`src/rtl/serial_word_packer.sv`:
```
// Serial-to-parallel word packer with a running population count and a
// one-word output register under valid/ready flow control.
module serial_word_packer #(
    parameter int  WIDTH     = 8,
    parameter int  LSB_FIRST = 1,
    localparam int CW        = $clog2(WIDTH + 1)
) (
    input  logic             clk,
    input  logic             rst_n,
    input  logic             clear,
    input  logic             in_valid,
    input  logic             in_bit,
    output logic             in_ready,
    output logic             out_valid,
    input  logic             out_ready,
    output logic [WIDTH-1:0] out_data,
    output logic [CW-1:0]    out_ones
);

    typedef enum logic [0:0] {
        ST_EMPTY = 1'b0,
        ST_FULL  = 1'b1
    } state_t;

    state_t           state_r;
    state_t           state_nx_s;
    logic [WIDTH-1:0] acc_r;
    logic [CW-1:0]    cnt_r;
    logic [CW-1:0]    ones_r;
    logic [WIDTH-1:0] out_data_r;
    logic [CW-1:0]    out_ones_r;

    logic             last_s;
    logic             accept_s;
    logic             complete_s;
    logic [CW-1:0]    pos_s;
    logic [WIDTH-1:0] merged_s;
    logic [CW-1:0]    ones_inc_s;

    // Handshake decode; a stalled last bit waits only while the held word is not taken.
    always_comb begin
        last_s     = (cnt_r == CW'(WIDTH - 1));
        in_ready   = !(last_s && (state_r == ST_FULL) && !out_ready);
        accept_s   = in_valid && in_ready && !clear;
        complete_s = accept_s && last_s;
        ones_inc_s = ones_r + {{(CW-1){1'b0}}, in_bit};
    end

    // Bit placement: insert the incoming bit at its slot in the accumulator.
    always_comb begin
        if (LSB_FIRST != 0) begin
            pos_s = cnt_r;
        end else begin
            pos_s = CW'(WIDTH - 1) - cnt_r;
        end
        merged_s = acc_r;
        for (int i = 0; i < WIDTH; i++) begin
            if (pos_s == CW'(i)) begin
                merged_s[i] = in_bit;
            end else begin
                merged_s[i] = acc_r[i];
            end
        end
    end

    // Output FSM next-state: a completing word always (re)fills the register.
    always_comb begin
        state_nx_s = state_r;
        case (state_r)
            ST_EMPTY: begin
                if (complete_s) begin
                    state_nx_s = ST_FULL;
                end else begin
                    state_nx_s = ST_EMPTY;
                end
            end
            ST_FULL: begin
                if (complete_s) begin
                    state_nx_s = ST_FULL;
                end else if (out_ready) begin
                    state_nx_s = ST_EMPTY;
                end else begin
                    state_nx_s = ST_FULL;
                end
            end
            default: state_nx_s = ST_EMPTY;
        endcase
    end

    // Accumulator: shift register, bit counter and running ones count.
    always_ff @(posedge clk or negedge rst_n) begin
        if (!rst_n) begin
            acc_r  <= {WIDTH{1'b0}};
            cnt_r  <= {CW{1'b0}};
            ones_r <= {CW{1'b0}};
        end else if (clear) begin
            acc_r  <= {WIDTH{1'b0}};
            cnt_r  <= {CW{1'b0}};
            ones_r <= {CW{1'b0}};
        end else if (accept_s) begin
            if (last_s) begin
                acc_r  <= {WIDTH{1'b0}};
                cnt_r  <= {CW{1'b0}};
                ones_r <= {CW{1'b0}};
            end else begin
                acc_r  <= merged_s;
                cnt_r  <= cnt_r + CW'(1);
                ones_r <= ones_inc_s;
            end
        end
    end

    // Output register: loads only on word completion so held data stays stable.
    always_ff @(posedge clk or negedge rst_n) begin
        if (!rst_n) begin
            state_r    <= ST_EMPTY;
            out_data_r <= {WIDTH{1'b0}};
            out_ones_r <= {CW{1'b0}};
        end else begin
            state_r <= state_nx_s;
            if (complete_s) begin
                out_data_r <= merged_s;
                out_ones_r <= ones_inc_s;
            end
        end
    end

    assign out_valid = (state_r == ST_FULL);
    assign out_data  = out_data_r;
    assign out_ones  = out_ones_r;

endmodule

```
`config.mk`:
```
export PLATFORM = sky130hd
export DESIGN_NAME = serial_word_packer
export DESIGN_NICKNAME = d
export VERILOG_FILES = /design/src/rtl/serial_word_packer.sv
export SDC_FILE = /design/constraint.sdc
export NUM_CORES = 1
export LEC_CHECK = 0
export BUFFER_PORTS_ARGS = -buffer_cell sky130_fd_sc_hd__clkbuf_2
export CORE_MARGIN = 4
export CORE_UTILIZATION = 56
export CTS_CLUSTER_DIAMETER = 200
export CTS_CLUSTER_SIZE = 40
export DETAILED_ROUTE_END_ITERATION = 16
export GPL_TIMING_DRIVEN = 0
export HOLD_SLACK_MARGIN = 0.03
export PLACE_DENSITY = 0.78
export SETUP_SLACK_MARGIN = 0.4
export SKIP_CTS_REPAIR_TIMING = 1
export SYNTH_ARGS = -nofsm -noshare
export SYNTH_HDL_FRONTEND = slang
export SYNTH_SLANG_ARGS = --single-unit
export TNS_END_PERCENT = 10
```
`constraint.sdc`:
```
create_clock -name clk -period 2.1 [get_ports clk]
set_input_delay 0.105 -clock clk [delete_from_list [all_inputs] [get_ports clk]]
set_output_delay 0.105 -clock clk [all_outputs]
set_load 0.005 [all_outputs]
```
After elaboration in Yosys (flattened, before gate mapping)
Index checks and enable logic that the tools add are counted.
{"block": "word_totals", "mem_bits_ro": 0, "latch_bits": 0, "regBits": 29, "wordCells": 47, "output_inout_bits": 14, "mem_count": 0, "ram_bits": 0}
{"block": "classes", "div": 0, "multipliers": 0, "add_sub_neg": 2, "order_cmp": 0, "n_shift": 0, "eq_ne": 7, "bitwise": 1, "n_mux": 21, "n_reduce_logical": 10}
{"operator": "$mux W4", "count": 6}
{"operator": "$mux W8", "count": 3}
{"operator": "$eq A4 B3 Y1 const B", "count": 4}
{"operator": "$mux W1", "count": 11}
{"operator": "$eq A4 B2 Y1 const B", "count": 2}
{"operator": "$logic_and A1 B1 Y1", "count": 5}
{"operator": "$add A4 B1 Y4", "count": 1}
{"operator": "$add A4 B1 Y4 const B", "count": 1}
{"operator": "$eq A4 B1 Y1 const B", "count": 1}
{"operator": "$logic_not A4 Y1", "count": 1}
{"operator": "$logic_not A1 Y1", "count": 3}
{"operator": "$pmux W1 S2", "count": 1}
{"operator": "$reduce_bool A2 Y1", "count": 1}
{"operator": "$not A1 Y1", "count": 1}

Depth between registers and ports, before layout
Gate-level depths: netlist of the first run.
{"block": "logic_depth", "depth_word": 9, "ltp_mapped": 5, "mapped_depth_nobuf": 5}

Worst setup path before layout of the first run
OpenSTA, ideal clock, no wires.
{"block": "synth_path", "kind": "reg2reg", "start": "reg cnt_r[1]", "end": "reg out_data_r[3] (netlist: out_data[3])", "arrival_ps": 1594, "path_buffers": 1, "path_stages_with_launch": 6, "synth_period_minus_slack_ps": 1719, "path_slack_ps": 381, "cell_sequence": "dfrtp_1 > ha_1 > nand3b_4 > nor4b_4 > buf_6 > mux2_4"}
{"block": "synth_via", "elab_chain_len": 7}
{"element": "start, declared", "line_no": "28", "rtl": "logic [CW-1:0] cnt_r;"}
{"element": "start signal, assigned", "line_no": "94", "rtl": "cnt_r <= {CW{1'b0}};"}
{"element": "start signal, assigned", "line_no": "98", "rtl": "cnt_r <= {CW{1'b0}};"}
{"element": "start signal, assigned", "line_no": "103", "rtl": "cnt_r <= {CW{1'b0}};"}
{"element": "$eq A4 B3 Y1", "line_no": "42", "rtl": "last_s = (cnt_r == CW'(WIDTH - 1));"}
{"element": "$logic_and A1 B1 Y1 (2 in a row)", "line_no": "43", "rtl": "in_ready = !(last_s && (state_r == ST_FULL) && !out_ready);"}
{"element": "$logic_not A1 Y1", "line_no": "43"}
{"element": "$logic_and A1 B1 Y1 (2 in a row)", "line_no": "44", "rtl": "accept_s = in_valid && in_ready && !clear;"}
{"element": "$logic_and A1 B1 Y1", "line_no": "45", "rtl": "complete_s = accept_s && last_s;"}
{"element": "end signal, assigned", "line_no": "117", "rtl": "out_data_r <= {WIDTH{1'b0}};"}
{"element": "end signal, assigned", "line_no": "122", "rtl": "out_data_r <= merged_s;"}
{"element": "end, declared", "line_no": "30", "rtl": "logic [WIDTH-1:0] out_data_r;"}
Several ways; a longest one is shown, not always the timed one.
A chain may end at the register's enable or synchronous reset.

Worst setup path after layout of the first run
{"block": "layout_path", "start": "reg cnt_r[1]", "end": "reg out_ones_r[1] (netlist: out_ones[1])"}
{"block": "layout_via", "elab_chain_len": 7}
{"element": "$eq A4 B3 Y1 *", "line_no": "42"}
{"element": "$logic_and A1 B1 Y1 (2 in a row)", "line_no": "43"}
{"element": "$logic_not A1 Y1", "line_no": "43"}
{"element": "$logic_and A1 B1 Y1 (2 in a row)", "line_no": "44"}
{"element": "$logic_and A1 B1 Y1 *", "line_no": "45"}
{"element": "end signal, assigned", "line_no": "118", "rtl": "out_ones_r <= {CW{1'b0}};"}
{"element": "end signal, assigned", "line_no": "123", "rtl": "out_ones_r <= ones_inc_s;"}
{"element": "end, declared", "line_no": "31", "rtl": "logic [CW-1:0] out_ones_r;"}
Every way passes the cells marked *; elsewhere a longest branch is shown, timed or not.

==> results of run 1 <==
-- critical path, stage by stage (launching register included) --
cell	delay, ns
dfrtp_2	0.43
ha_4	0.18
nand3b_4	0.10
nor4b_4	0.45
buf_4	0.19
mux2_2	0.32
-- power by group through the flow --
stage                     combinational [uW]  sequential, uW  clock [uW]
final                                    106             566         261
after global routing                     121             568         289
after CTS                               97.4             566         267
after floorplan                         60.3             575           0
after detailed placement                96.8             576           0
after global placement                  94.4             575           0
-- area by class of cell --
| class | instances | area, sq um | area share, % |
|---|---|---|---|
| Buffer | 8 | 41.3 | 2.35 |
| Clock buffer | 4 | 36.3 | 2.07 |
| Inverter | 17 | 63.8 | 3.63 |
| Multi-Input combinational cell | 79 | 679 | 38.7 |
| Sequential cell | 28 | 703 | 40.0 |
| Tap cell | 30 | 37.5 | 2.14 |
| Timing Repair Buffer | 32 | 195 | 11.1 |
-- per-layer routing --
metal  vias up  share of wire, %
li1        529                 -
met1       518                47
met2        20                48
met3         2               3.8
met4         0               1.0
met5         -                 0
-- state kept, by name, summed over array words and instances, names as in the netlist --
| signal | flops |
|---|---|
| out_data | 8 |
| acc_r | 7 |
| ones_r | 4 |
| out_ones | 4 |
| cnt_r | 4 |
| out_valid | 1 |
-- through the flow --
stage          utilization [%]  setup WS, ns
5_1_grt                   70.9         0.264
3_3_place_gp              64.4         0.236
4_1_cts                   65.9         0.191
2_1_floorplan                -         0.423
6_report                  70.9         0.340
3_5_place_dp              64.4         0.216
-- cell usage in the layout, fill, tap and decap left out, drive strengths merged, types with 2 or more instances in the layout --
| master | count |
|---|---|
| a21oi | 3 |
| buf | 17 |
| clkbuf | 26 |
| dfrtp | 28 |
| ha | 6 |
| inv | 17 |
| mux2 | 6 |
| mux2i | 15 |
| nand2 | 8 |
| nand3 | 2 |
| nand3b | 4 |
| nand4 | 4 |
| nor2b | 3 |
| nor3b | 4 |
| o21ai | 2 |
| o22ai | 6 |
| o32ai | 2 |
-- cells by family (layout without fill, tap and decap cells) --
| family | count (synthesis) | count (layout) | synth area share [%] |
|---|---|---|---|
| and+or+nand+nor | 32 | 32 | 15.1 |
| adders and majority gates | 6 | 6 | 5.12 |
| DFF | 28 | 28 | 47.8 |
| xor gates and xnor gates | 2 | 2 | 1.19 |
| AOI/OAI and AO/OA | 18 | 18 | 8.28 |
| muxes | 21 | 21 | 15.4 |
| buffers and inverters | 25 | 61 | 7.17 |
-- how the worst max path moves through the flow --
stage	to	slack, ns	cells after the start
floorplan	out_data[3]$_DFFE_PN0P_	0.42	5
global placement	out_data[7]$_DFFE_PN0P_	0.24	5
detailed placement	out_data[3]$_DFFE_PN0P_	0.22	5
CTS	out_data[3]$_DFFE_PN0P_	0.19	5
global route	out_data[4]$_DFFE_PN0P_	0.26	6
finish	out_ones[1]$_DFFE_PN0P_	0.34	5
==> results.json, run 1 <==
{
  "clk_pin_slew_worst_paths_ns": 0.15,
  "syn-num-nets": 144,
  "antenna_cells": 0,
  "die_h_microns": 59.2,
  "die_area_sq_mm": 0.00350,
  "grt_pass1_vias": 1047,
  "dr.first_iter.drc_count": 13,
  "die_w_microns": 59.2,
  "p_total_uw": 932,
  "clockPowerShare_pct": 28.0,
  "via_per_inst": 5.40,
  "synth-seq-cells": 28,
  "r2r_start": "cnt_r[1]$_DFFE_PN0P_",
  "grt_remaining_overflow": 0,
  "cts-htree-levels": 1,
  "routedWlPerCell_microns": 14.7,
  "max_freq_ghz": 0.568,
  "clk_latency_ns": 0.32,
  "routed_wl_microns": 2910,
  "use_met1_pct": 24.9,
  "p_leak_uw": 0.000891,
  "timing.slew.headroom_pct": 53.3,
  "port_buffers": 18,
  "cts-root-buf": "clkbuf_4",
  "globalRouteTotalUtil_pct": 18.0,
  "met2_usage_pct": 29.5,
  "p_sw_uw": 227,
  "placedCellCount": 180,
  "rsz0062_at_grt": "true",
  "worstMarginPinSlew_ns": 0.700,
  "synth.distinct_cells": 34,
  "cts_sinks": 28,
  "synth_edf_count": 0,
  "final_nets": 181,
  "end_kind": "register",
  "hold_class": "in2reg",
  "via_count": 1069,
  "syn-instance-count": 132,
  "syn_area_per_cell_sq_um": 11.1,
  "seq_power_share_pct": 60.7,
  "clock_skew_ns": 0.00344,
  "clockBufferDepth": 2,
  "initial_core_util_pct": 59.2,
  "cts_made_buffers": 3,
  "place_congestion": 0.766,
  "met3_usage_pct": 1.96,
  "core_area_sq_mm": 0.00248,
  "antenna_found_initial": 0,
  "pwr_density_cell_mw_per_mm2": 531,
  "timing.final.crit_share_pct": 83.8,
  "grt_pass1_wl_microns": 4790,
  "peakVddDrop_mv": 0.557,
  "worstPathArrival_ns": 1.98,
  "reg2reg_depth": 5,
  "hold_path_depth": 2,
  "crit_path_max_fanout": 6,
  "tritoncts": "built",
  "internal-power_uw": 706,
  "worstHoldStart": "clear",
  "netSwitchingFraction_pct": 24.3,
  "setup_viol": 0,
  "ys.flop_type": "dfrtp_1",
  "io_pins": 20,
  "drc": 0,
  "fin_hold_ws_ns": 0.0844,
  "cp.required_ns": 2.33,
  "syn-cell-area_sq_mm": 0.00147,
  "finalInstanceArea_sq_mm": 0.00176,
  "synth_most_common_cell": "dfrtp_1",
  "ff2ff_setup_slack_ns": 0.34,
  "grt_max_degree": 29,
  "ant_nets": 0,
  "place_area_sq_mm": 0.00160,
  "synth_area_leaders": "dfrtp_1 48%, mux2i_1 10%, ha_1 5.1%",
  "syn_to_final_growth_pct": 19.8,
  "cap_violations": 0,
  "hold_violations": 0,
  "period_minus_slack_ns": 1.76,
  "drive_gt1_share_pct": 31.5,
  "final.setup.tns_ns": 0,
  "n_fill_cell": 191,
  "startpoint_type": "register",
  "final-instance-count-excl-fill": 198,
  "r2r-end": "out_ones[1]$_DFFE_PN0P_",
  "num_rows": 18,
  "busiest_layer": "met2",
  "yosys_warnings": 0,
  "firstDrtPassIters": 4,
  "drv_slew": 0,
  "yosys.area.top_type": "dfrtp_1",
  "comb_power_share_pct": 11.3,
  "synth_top_area_share_pct": 47.8,
  "crit_type": "reg2reg",
  "ys_seq_area_share_pct": 47.8,
  "synth_common_cells": "28 x dfrtp_1, 17 x inv_1, 15 x mux2i_1, 8 x nand2_1",
  "whs_endpoint": "acc_r[3]$_DFFE_PN0P_",
  "dp_hpwl_microns": 1880,
  "startpoint": "cnt_r[1]$_DFFE_PN0P_",
  "status": "completed",
  "async_flop_share_pct": 100
}
Note: power is estimated with default switching activity, not from simulation.
==> run 2: changes to the inputs <==
==> constraint.sdc (replaced) <==
create_clock -name clk -period 1.68 [get_ports clk]
set_input_delay 0.084 -clock clk [delete_from_list [all_inputs] [get_ports clk]]
set_output_delay 0.084 -clock clk [all_outputs]
set_load 0.005 [all_outputs]
==> run 2 against run 1 <==
The run now ends with negative setup slack left; clock skew is 0.0032 ns higher; sequential cell count stayed put; largest power group unchanged; routed wire length is 1.3% higher; maximum frequency is 3.2% higher; critical path depth is 1 higher; global-route usage is 0.34 points lower; setup slack worse by 0.37 ns; via count is 2.1% higher; combinational power is 26% higher; cell count is 1.5% lower; die area stayed put.
==> results.json, run 2 (synthesis gave the netlist of run 1 again) <==
{
  "grt_pass1_vias": 1006,
  "reg2reg_depth": 6,
  "num_rows": 18,
  "r2r-end": "out_data[3]$_DFFE_PN0P_",
  "drv_slew": 0,
  "internal-power_uw": 883,
  "max_freq_ghz": 0.586,
  "antenna_cells": 0,
  "cts-root-buf": "clkbuf_4",
  "hold_violations": 0,
  "violations": "negative setup slack",
  "drc": 0,
  "cts_made_buffers": 3,
  "comb_power_share_pct": 11.6,
  "initial_core_util_pct": 59.2,
  "hold_class": "in2reg",
  "crit_path_max_fanout": 8,
  "final_common_cell": "dfrtp_1",
  "cp.required_ns": 1.90,
  "critical_path_buf_inv_count": 2,
  "cp_slowest_stage_delay_ns": 0.43,
  "globalRouteTotalUtil_pct": 17.7,
  "die_h_microns": 59.2,
  "ff2ff_setup_slack_ns": -0.03,
  "clockBufferDepth": 2,
  "dp_hpwl_microns": 1950,
  "netSwitchingFraction_pct": 23.9,
  "port_buffers": 18,
  "cts_sinks": 28,
  "worstPathArrival_ns": 1.92,
  "setup_viol": 4,
  "pwr_density_cell_mw_per_mm2": 662,
  "tritoncts": "built",
  "fin_ws_ns": -0.0258,
  "dr.first_iter.drc_count": 36,
  "crit_slowest_cell": "dfrtp_2",
  "final_cell_mix": "26 x dfrtp_1, 18 x clkbuf_2, 17 x inv_1",
  "startpoint_type": "register",
  "clk_pin_slew_worst_paths_ns": 0.14,
  "grt_max_degree": 29,
  "die_area_sq_mm": 0.00350,
  "largest_reg_flops": 8,
  "n_fill_cell": 190,
  "rsz0062_at_grt": "true",
  "clk_latency_ns": 0.32,
  "die_w_microns": 59.2,
  "whs_endpoint": "cnt_r[2]$_DFFE_PN0P_",
  "drive_gt1_share_pct": 32.7,
  "place_congestion": 0.811,
  "hold_path_depth": 2,
  "timing.final.crit_share_pct": 102,
  "clock_skew_ns": 0.00663,
  "final.setup.tns_ns": -0.0629,
  "antenna_found_initial": 0,
  "grt_pass1_wl_microns": 4690,
  "crit_type": "reg2reg",
  "final_nets": 178,
  "routed_wl_microns": 2940,
  "r2r_start": "cnt_r[1]$_DFFE_PN0P_",
  "cp_top_family": "flip-flops",
  "pre_cts_ws_ns": -0.138,
  "cp_cell_sequence": "ha_4 > nand3b_4 > nor4b_4 > buf_4 > buf_6 > mux2_4",
  "syn_to_final_growth_pct": 19.5,
  "worstMarginPinSlew_ns": 0.691,
  "end_kind": "register",
  "firstDrtPassIters": 4,
  "p_sw_uw": 278,
  "worstHoldStart": "clear",
  "via_count": 1091,
  "cts-htree-levels": 1,
  "p_leak_uw": 0.000882,
  "cap_violations": 0,
  "via_per_inst": 5.59,
  "period_minus_slack_ns": 1.71,
  "peakVddDrop_mv": 0.677,
  "ant_nets": 0,
  "grt_remaining_overflow": 0,
  "seq_power_share_pct": 61.0,
  "status": "complete, but fails checks",
  "routedWlPerCell_microns": 15.1,
  "timing.slew.headroom_pct": 54.0,
  "io_pins": 20,
  "core_area_sq_mm": 0.00248,
  "clockPowerShare_pct": 27.4
}
==> run 2: cell types whose count changed in the layout (fill, tap and decap cells not counted), sizes merged <==
cell	previous run	this run
buf	17	14
==> run 2: area by class of cell <==
class,instances,area [sq um],area share [%]
well taps,30,37.5,2.14
flip-flops and latches,28,703,40.1
plain buffers,8,41.3,2.36
multi-input cells,79,698,39.8
clock buffers,4,36.3,2.07
inverters,17,63.8,3.64
repair buffers,29,173,9.85
==> run 2: worst max path at each step <==
stage,start,endpoint,slack [ns],cells after the start
global placement,cnt_r[1]$_DFFE_PN0P_,out_data[7]$_DFFE_PN0P_,-0.11,5
CTS,cnt_r[1]$_DFFE_PN0P_,out_data[3]$_DFFE_PN0P_,-0.16,5
floorplan,cnt_r[1]$_DFFE_PN0P_,out_data[3]$_DFFE_PN0P_,0.05,5
detailed placement,cnt_r[1]$_DFFE_PN0P_,out_data[3]$_DFFE_PN0P_,-0.14,5
global route,cnt_r[1]$_DFFE_PN0P_,out_data[7]$_DFFE_PN0P_,-0.1,6
finish,cnt_r[1]$_DFFE_PN0P_,out_data[3]$_DFFE_PN0P_,-0.03,6
==> run 2: worst register-to-register path: cells and delay by family, from the launching register on <==
family,cells,cell delay (ns)
flops,1,0.43
simple gates,2,0.37
buf+inv,2,0.32
mux,1,0.29
fa+ha+maj,1,0.19
==> run 2: power by group through the flow <==
stage | combinational, uW | sequential, uW | clock [uW]
2_1_floorplan | 75.9 | 720 | 0
5_1_grt | 151 | 711 | 365
3_5_place_dp | 122 | 721 | 0
3_3_place_gp | 119 | 720 | 0
6_report | 134 | 708 | 319
4_1_cts | 123 | 709 | 331
==> run 2: through the flow <==
step                      std cells  power (uW)  util (%)  area [sq um]  hold slack (ns)
final                           195        1160      70.8          1750           0.0744
after global routing            195        1230      70.8          1750           0.0549
after CTS                       184        1160      66.3          1640           -0.209
after detailed placement        180         843      64.8          1610            0.161
after global placement          180         839      64.8          1610            0.156
after floorplan                 132         796         -          1480           -0.212
==> run 2: layer usage <==
| layer | track usage, % | part of all wire (%) | wire, microns |
|---|---|---|---|
| met2 | 27.0 | 49 | 1440 |
| met4 | 8.09 | 0.51 | 15 |
| met5 | 0 | 0 | 0 |
| met3 | 2.18 | 5.0 | 148 |
| met1 | 25.0 | 45 | 1340 |
==> run 3: changes to the inputs <==
--- a/config.mk
+++ b/config.mk
@@ -5,6 +5,7 @@
 export SDC_FILE = /design/constraint.sdc
 export NUM_CORES = 1
 export LEC_CHECK = 0
+export ABC_AREA = 1
 export BUFFER_PORTS_ARGS = -buffer_cell sky130_fd_sc_hd__clkbuf_2
 export CORE_MARGIN = 4
 export CORE_UTILIZATION = 56
@@ -13,6 +14,7 @@
 export DETAILED_ROUTE_END_ITERATION = 16
 export GPL_TIMING_DRIVEN = 0
 export HOLD_SLACK_MARGIN = 0.03
+export MAX_ROUTING_LAYER = met4
 export PLACE_DENSITY = 0.78
 export SETUP_SLACK_MARGIN = 0.4
 export SKIP_CTS_REPAIR_TIMING = 1
==> run 3 against run 2 <==
The run now ends clean; register-to-register slack improved by 0.29 ns; total power increased by 12%; synthesized cell count increased by 39%; hold slack improved by 0.024 ns; clock power increased by 39%; clock skew increased by 0.0036 ns; cell count increased by 26%; critical path depth decreased by 1.
==> results.json, run 3 <==
{
  "timing.slew.headroom_pct": 53.4,
  "drv_slew": 0,
  "p_leak_uw": 0.00101,
  "clk_pin_slew_worst_paths_ns": 0.14,
  "startpoint_type": "register",
  "synth_edf_count": 0,
  "synth-seq-cells": 28,
  "num_rows": 18,
  "final_nets": 229,
  "timing.final.crit_share_pct": 84.9,
  "die_area_sq_mm": 0.00347,
  "clockBufferDepth": 2,
  "largest_reg_flops": 8,
  "period_minus_slack_ns": 1.43,
  "antenna_cells": 0,
  "via_count": 1345,
  "ant_nets": 0,
  "tritoncts": "built",
  "drc": 0,
  "syn_to_final_growth_pct": 21.0,
  "grt_max_degree": 29,
  "core_area_sq_mm": 0.00248,
  "die_h_microns": 58.9,
  "peakVddDrop_mv": 0.534,
  "worstPathArrival_ns": 1.34,
  "ys.flop_type": "dfrtp_1",
  "n_fill_cell": 195,
  "synth.distinct_cells": 16,
  "cts_sinks": 28,
  "cp-endpoint": "in_ready",
  "dr.first_iter.drc_count": 70,
  "final.setup.tns_ns": 0,
  "crit_type": "reg2out",
  "die_w_microns": 58.9,
  "synth_most_common_cell": "nand2_1",
  "reg2reg_depth": 8,
  "cp.required_ns": 1.60,
  "io_pins": 20,
  "max_freq_ghz": 0.701,
  "r2r-end": "out_data[5]$_DFFE_PN0P_",
  "final_common_cell": "nand2_1",
  "final_cell_mix": "75 x nand2_1, 38 x nand3_1, 26 x dfrtp_1",
  "setup_viol": 0,
  "grt_pass1_wl_microns": 5420,
  "hold_class": "in2reg",
  "crit_path_max_fanout": 4,
  "ff2ff_setup_slack_ns": 0.26,
  "dp_hpwl_microns": 2210,
  "globalRouteTotalUtil_pct": 20.7,
  "p_total_uw": 1300,
  "grt_pass1_vias": 1206,
  "ff_latch_area_sq_um": 703,
  "yosys.area.top_type": "dfrtp_1",
  "firstDrtPassIters": 4,
  "status": "completed",
  "synth_area_leaders": "dfrtp_1 48%, nand2_1 20%, nand3_1 13%",
  "syn-cell-area_sq_mm": 0.00145,
  "cap_violations": 0,
  "async_flop_share_pct": 100,
  "cts-htree-levels": 1,
  "routedWlPerCell_microns": 13.4,
  "r2r_start": "cnt_r[0]$_DFFE_PN0P_",
  "syn-num-nets": 196,
  "initial_core_util_pct": 58.5,
  "clock_skew_ns": 0.0102,
  "rsz0062_at_grt": "true",
  "ys_seq_area_share_pct": 48.4,
  "startpoint": "cnt_r[1]$_DFFE_PN0P_",
  "clk_latency_ns": 0.33,
  "grt_remaining_overflow": 0,
  "drive_gt1_share_pct": 23.1,
  "worstMarginPinSlew_ns": 0.700,
  "antenna_found_initial": 0,
  "hold_violations": 0,
  "synth_top_area_share_pct": 48.4,
  "end_kind": "output port",
  "routed_wl_microns": 3300,
  "cts_made_buffers": 3,
  "place_congestion": 0.858,
  "syn_area_per_cell_sq_um": 7.87,
  "cts-root-buf": "clkbuf_4",
  "syn-instance-count": 184,
  "synth_common_cells": "76 x nand2_1, 38 x nand3_1, 28 x dfrtp_1, 9 x inv_1, 7 x nand4_1",
  "yosys_warnings": 0,
  "multiInputGateArea_sq_um": 689,
  "port_buffers": 19,
  "via_per_inst": 5.47,
  "pwr_density_cell_mw_per_mm2": 742
}
run 3: changes by cell type after synthesis, moves of 3 or more:
| cell | delta |
|---|---|
| nor2_1 | +3 |
| nand2_1 | +68 |
| mux2i_1 | -15 |
| inv_1 | -8 |
| nand3_1 | +36 |
| nand3b_1 | -3 |
| nor2b_1 | -3 |
| mux2_2 | -4 |
| nand4_1 | +3 |
| nor3b_1 | -4 |
| a21oi_1 | -3 |
| o22ai_1 | -6 |
run 3: cell type report:
type | instances | share of cell area [%]
repair buffers | 28 | 9.42
multi-input cells | 136 | 39.3
plain buffers | 9 | 3.64
inverters | 11 | 2.36
flip-flops and latches | 28 | 40.1
well taps | 30 | 2.14
clock buffers | 3 | 1.28
clock inverters | 1 | 1.71
run 3: critical path, cell delays in order (launching register included):
cell and delay (ns):
dfrtp_2 0.47, ha_4 0.19, nand3_4 0.11, inv_2 0.06, nand2_2 0.07, clkbuf_2 0.11
run 3: report_power, final:
group          leakage (uW)  internal, uW  switching (uW)
logic              0.000599          56.2            92.3
clock network     0.0000279           241             204
registers          0.000381           693            14.6
total               0.00101           991             311
run 3: stage by stage:
stage,hold slack [ns],utilization [%],cell area [sq um],setup slack [ns],cells
floorplan,-0.212,-,1480,0.413,184
global placement,0.145,65.3,1620,0.282,233
detailed placement,0.159,65.3,1620,0.245,233
CTS,-0.220,67.4,1670,0.126,237
global route,0.0921,70.8,1750,0.159,246
finish,0.0985,70.8,1750,0.254,246
run 3: worst min-delay path by stage:
stage	from	end	slack, ns	cells past startpoint
2_1_floorplan	rst_n	acc_r[0]$_DFFE_PN0P_	-0.21	0
3_3_place_gp	rst_n	acc_r[0]$_DFFE_PN0P_	0.15	1
3_5_place_dp	rst_n	acc_r[0]$_DFFE_PN0P_	0.16	1
4_1_cts	rst_n	out_data[6]$_DFFE_PN0P_	-0.22	1
5_1_grt	in_valid	cnt_r[2]$_DFFE_PN0P_	0.09	3
6_report	in_valid	cnt_r[2]$_DFFE_PN0P_	0.1	3
run 3: routing by layer:
metal | wire [microns] | share of wire [%] | GRT usage, % | vias to the layer above
li1 | - | - | - | 663
met1 | 1470 | 45 | 29.1 | 611
met2 | 1540 | 47 | 31.7 | 64
met3 | 241 | 7.3 | 2.63 | 7
met4 | 51 | 1.5 | 5.83 | 0
met5 | 0 | 0 | - | -
run 3: logic make-up (layout without fill, tap and decap cells):
| family | Yosys count | in the layout | synth area share [%] |
|---|---|---|---|
| buffers and inverters | 20 | 52 | 6.13 |
| adders and majority gates | 6 | 6 | 5.18 |
| and+or+nand+nor | 128 | 128 | 39.1 |
| xor gates and xnor gates | 1 | 1 | 0.605 |
| DFF | 28 | 28 | 48.4 |
| AOI/OAI and AO/OA | 1 | 1 | 0.605 |
